$ cat src/rtl/cpu_port_pkg.sv
// Shared constants for the 6510-style on-chip I/O port.
// Addresses, reset values and the indices of the bits that fade when undriven.
package cpu_port_pkg;

  localparam logic       ADDR_DDR  = 1'b0;
  localparam logic       ADDR_DAT  = 1'b1;
  localparam logic [7:0] DDR_RESET = 8'h00;
  localparam logic [7:0] DAT_RESET = 8'h00;
  localparam int         FADE_BITS [2] = '{7, 6};

endpackage

$ cat src/rtl/cpu_port_fade.sv
// Single-bit fade model: an undriven bit holds its last driven level for
// FADE_CYCLES phi0 cycles, then decays to 0.
module cpu_port_fade #(
  parameter int FADE_CYCLES = 350000
) (
  input  logic phi0,
  input  logic reset,
  input  logic drive,
  input  logic dat_bit,
  output logic fade_val
);

  // A zero-length fade still needs a one-bit counter to stay legal.
  localparam int CW = (FADE_CYCLES > 0) ? $clog2(FADE_CYCLES + 1) : 1;
  localparam logic [CW-1:0] CNT_LOAD = CW'(FADE_CYCLES);

  logic [CW-1:0] cnt_q, cnt_d;
  logic          fade_q, fade_d;

  always_comb begin
    cnt_d  = cnt_q;
    fade_d = fade_q;
    if (drive) begin
      cnt_d  = CNT_LOAD;
      fade_d = dat_bit;
    end else if (cnt_q > CW'(1)) begin
      cnt_d = cnt_q - CW'(1);
    end else begin
      // Reaching zero, or already idle at zero after reset, forces the bit low.
      cnt_d  = '0;
      fade_d = 1'b0;
    end
  end

  always_ff @(posedge phi0 or posedge reset) begin
    if (reset) begin
      cnt_q  <= '0;
      fade_q <= 1'b0;
    end else begin
      cnt_q  <= cnt_d;
      fade_q <= fade_d;
    end
  end

  assign fade_val = fade_q;

endmodule

$ cat src/rtl/cpu_port.sv
// CPU I/O port at $0000 (DDR) / $0001 (data) with optional bit 6/7 fade.
// Build with CPU_PORT_FADE_EN defined to include the fade logic.
module cpu_port
  import cpu_port_pkg::*;
#(
  parameter int FADE_CYCLES = 350000
) (
  input  logic       phi0,
  input  logic       reset,
  input  logic       sel,
  input  logic       a0,
  input  logic       r_w,
  input  logic [7:0] d_in,
  output logic [7:0] d_out,
  output logic       d_oe,
  input  logic [7:0] port_in,
  output logic [7:0] port_out,
  output logic [7:0] port_dir
);

  logic [7:0] ddr_q, ddr_d;
  logic [7:0] dat_q, dat_d;
  logic [7:0] undriven;
  logic [7:0] port_rd;
  logic       wr_en;

  assign wr_en = sel & ~r_w;

  always_comb begin
    ddr_d = ddr_q;
    dat_d = dat_q;
    if (wr_en && a0 == ADDR_DDR) ddr_d = d_in;
    if (wr_en && a0 == ADDR_DAT) dat_d = d_in;
  end

  always_ff @(posedge phi0 or posedge reset) begin
    if (reset) begin
      ddr_q <= DDR_RESET;
      dat_q <= DAT_RESET;
    end else begin
      ddr_q <= ddr_d;
      dat_q <= dat_d;
    end
  end

`ifdef CPU_PORT_FADE_EN
  logic [1:0] fade_val;

  for (genvar i = 0; i < 2; i++) begin : g_fade
    cpu_port_fade #(.FADE_CYCLES(FADE_CYCLES)) u_fade (
      .phi0     (phi0),
      .reset    (reset),
      .drive    (ddr_q[FADE_BITS[i]]),
      .dat_bit  (dat_q[FADE_BITS[i]]),
      .fade_val (fade_val[i])
    );
  end

  always_comb begin
    undriven = port_in;
    for (int i = 0; i < 2; i++) undriven[FADE_BITS[i]] = fade_val[i];
  end
`else
  always_comb begin
    undriven = port_in;
  end
`endif

  assign port_rd  = (dat_q & ddr_q) | (undriven & ~ddr_q);
  assign d_oe     = sel & r_w;
  assign d_out    = d_oe ? ((a0 == ADDR_DDR) ? ddr_q : port_rd) : 8'h00;
  assign port_out = dat_q;
  assign port_dir = ddr_q;

endmodule

$ cat config.mk
export PLATFORM = sky130hd
export DESIGN_NAME = cpu_port
export DESIGN_NICKNAME = d
export VERILOG_FILES = /design/src/rtl/cpu_port_pkg.sv /design/src/rtl/cpu_port_fade.sv /design/src/rtl/cpu_port.sv
export SDC_FILE = /design/constraint.sdc
export NUM_CORES = 1
export LEC_CHECK = 0
export ABC_AREA = 1
export CAP_MARGIN = 15
export CELL_PAD_IN_SITES_DETAIL_PLACEMENT = 0
export CELL_PAD_IN_SITES_GLOBAL_PLACEMENT = 1
export CORE_AREA = 2 2 66 68
export DETAILED_ROUTE_END_ITERATION = 16
export DIE_AREA = 0 0 68 70
export PLACE_DENSITY_LB_ADDON = 0.08
export SYNTH_ARGS = -nofsm -noshare
export SYNTH_HDL_FRONTEND = slang
export SYNTH_HIERARCHICAL = 1
export SYNTH_SLANG_ARGS = --single-unit
$ cat constraint.sdc
create_clock -name phi0 -period 0.8 [get_ports phi0]
set_clock_uncertainty 0.2 [all_clocks]
set_input_delay 0.08 -clock phi0 [delete_from_list [all_inputs] [get_ports phi0]]
set_output_delay 0.08 -clock phi0 [all_outputs]
set_load 0.02 [all_outputs]
==> key figures, run 1 <==
CTS
  – Reg clk slew, reported paths: 0.06 ns
  – CTS sink cnt: 16
  – Clock Latency Late Sink: approximately 0.25 ns
  – Root Buffer: clkbuf_8
  – H-tree depth: 1
  – CTS tree: done
  – Num CTS Buffers: 3
  – Clk buf depth: 2

Placed design
  – Gpl congestion: around 0.76
  – # port buffers: 45
  – Placed insts: 255
  – Placed Instance Area: 0.00174 mm2
  – Final HPWL DP: 2210 um

Power
  – Clk pwr share: 0.198
  – Sw Share: 0.334
  – Combinational power share: 0.496
  – Worst VDD drop: 696 uV
  – Reg power frac: 0.306
  – P_leak: 1.06 nW
  – Cell-internal power: 2.44 mW
  – Pwr/cell area: 1640 mW/mm2
  – P_sw: 1.23 mW

Timing
  – Final worst setup slack: -0.544 ns
  – Final hold vios: 16
  – Fin. max-slew vios: 0
  – Tmin final: 1.34 ns
  – Endpoints failing setup: 40
  – RSZ-0062 raised after global routing: yes
  – Worst-margin pin slew: 0.209 ns
  – Fmax: approximately 740 MHz
  – Final period util: 1.68
  – Worst hold slack: -0.0675 ns
  – Max transition margin: 0.861

Floorplan
  – Die area: 0.00476 mm2
  – IO Pins: 46
  – Core area: 0.00414 mm2
  – Site Rows: 24
  – Chip Height: 70 um
  – Initial Util: 0.217
  – Die width: approximately 68 um

GRT
  – Number of global-route vias before repair: roughly 1200
  – Largest net degree at the start of global routing: 19
  – Grt total ovfl: 0
  – First-pass GRT wire length: 5690 um
  – GR Util All Layers: 0.162
  – Initial antenna violation count: 0

Critical path
  – Worst r2r src: port_out[0]$_DFFE_PP0P_
  – Slowest stage delay, CP: 0.43 ns
  – Worst-path cell chain: inv_2 > nand2_2 > nor2_2 > nor2_4 > buf_6
  – Crit path kind: register to primary output
  – Worst Path Max Fanout: 2
  – Crit path DAT: 1.06 ns
  – R2R cell count: 4
  – CP Capture Type: primary output
  – Worst Setup SP: port_out[0]$_DFFE_PP0P_
  – Crit Reg-Reg Endpoint: port_out[0]$_DFFE_PP0P_
  – Startpoint types: register
  – Crit-path slowest cell: dfrtp_2
  – Reg-to-reg slack, setup: -0.27 ns
  – WP data required: 0.52 ns

Route
  – WL/cell: 12.9 um
  – Drc violations: 0
  – Vias: 1221
  – WL final: 3580 um
  – Routed vias/inst: 4.41
  – Antenna Nets Post-Route: 0
  – DR iter-0 viols: 20
  – Drt first pass iters: 4

Layout
  – Highest-count cells in the layout ignoring fill and taps: buf_6, nand2_1, nand2_2, clkdlybuf4s50_1
  – Commonest non-fill, non-tap cell in the layout: buf_6
  – Nets@finish: around 250
  – # fillers: 392
  – Post-route cell area: 0.00223 mm2
  – N_diodes: 0
  – Share of cells above drive strength 1: 0.676
  – P&R area growth vs syn: 148%
  – Register area: 420 um2
  – Multi-input gate area: 611 um2
  – Final Non-Filler Cells: 277

Yosys
  – Synth Instances: about 140
  – Register area share after synthesis: 0.445
  – Number of distinct library cells after synthesis: 9
  – Mapped Nets: 156
  – Post-Syn Area: 900 um2
  – Mean Syn Cell Area: between 6 and 7 um2
  – Post-synthesis register bit count: 16
  – Yosys Warn Count: 6

Run status
  – Status: finished, violations left
  – Failing checks: negative hold slack, negative setup slack

Run
  – Max-cap violations: 0

Worst hold path
  – Hold WC Path Type: input pin to asynchronous set/reset pin
## critical path, delay by kind of cell, from the launching register on
kind,cells,cell delay [ns]
buffers and inverters,2,0.18
flip-flops,1,0.43
AND/OR/NAND/NOR,3,0.21
## state kept, by name, summed over array words and instances, names as in the netlist
signal / flops
port_dir: 8
port_out: 8
## power groups by stage
stage | sequential (mW) | combinational (mW) | clock (mW)
floorplan | 1.24 | 0.406 | 0
CTS | 1.10 | 1.69 | 0.756
global route | 1.14 | 1.95 | 0.777
detailed placement | 1.08 | 1.32 | 0
finish | 1.12 | 1.82 | 0.725
global placement | 1.07 | 1.31 | 0
## cell usage after synthesis, drive strengths merged
cell type	count	share of area
nand4	16	0.11
inv	12	0.050
buf	6	0.036
nor2	16	0.067
nand2	65	0.27
nand3	2	0.011
clkinv	2	0.0083
dfrtp	16	0.45
## layout make-up
class / instances / area share
timing repair inverter: 1 / 0.00392
clock buffer: 4 / 0.0246
tap: 52 / 0.0291
sequential: 16 / 0.188
inverter: 14 / 0.0275
multi-input combinational: 99 / 0.273
timing repair buffer: 91 / 0.453
## per-stage QoR
step	worst slack [ns]	TNS, ns	utilization	power (mW)	hold slack [ns]
5_1_grt	-0.580	-15.90	0.539	3.87	-0.0454
4_1_cts	-0.532	-13.83	0.513	3.54	-0.0669
2_1_floorplan	-0.222	-3.19	-	1.65	-0.206
3_3_place_gp	-1.13	-30.71	0.419	2.38	0.200
6_report	-0.544	-14.60	0.539	3.67	-0.0675
3_5_place_dp	-1.14	-31.08	0.419	2.40	0.209
## cells by family (layout without fill, tap and decap cells)
| group | Yosys count | count (layout) | share of synthesized area |
|---|---|---|---|
| flops | 16 | 16 | 0.445 |
| simple gates | 99 | 99 | 0.460 |
| buf+inv | 20 | 110 | 0.0946 |
## how the worst max path moves through the flow
stage | cells after the start | to | slack (ns)
detailed placement | 7 | d_out[2] | -1.14
floorplan | 4 | d_out[0] | -0.22
global placement | 7 | d_out[3] | -1.13
CTS | 5 | d_out[0] | -0.53
finish | 5 | d_out[0] | -0.54
global route | 5 | d_out[0] | -0.58
## layer usage
metal,share of wire,up-vias,GRT usage
li1,-,606,-
met1,0.42,584,0.203
met2,0.53,27,0.266
met3,0.040,4,0.0274
met4,0.015,0,0.0689
met5,0,-,0
## timing repair
item | CTS | global route
endpoints found under the hold margin | 16 | 16
gates cloned | 3 | 0
gates resized for setup | 207 | 34
endpoints found under the setup margin | 41 | 40
buffers inserted | 11 | 9
pin swaps | 11 | 14
Note: power is estimated with default switching activity, not from simulation.
==> run 2: changes to the inputs <==
TNS_END_PERCENT = 100   (was default)
==> results of run 2 <==
Final layout, timing and power as in run 1 (identical DEF).
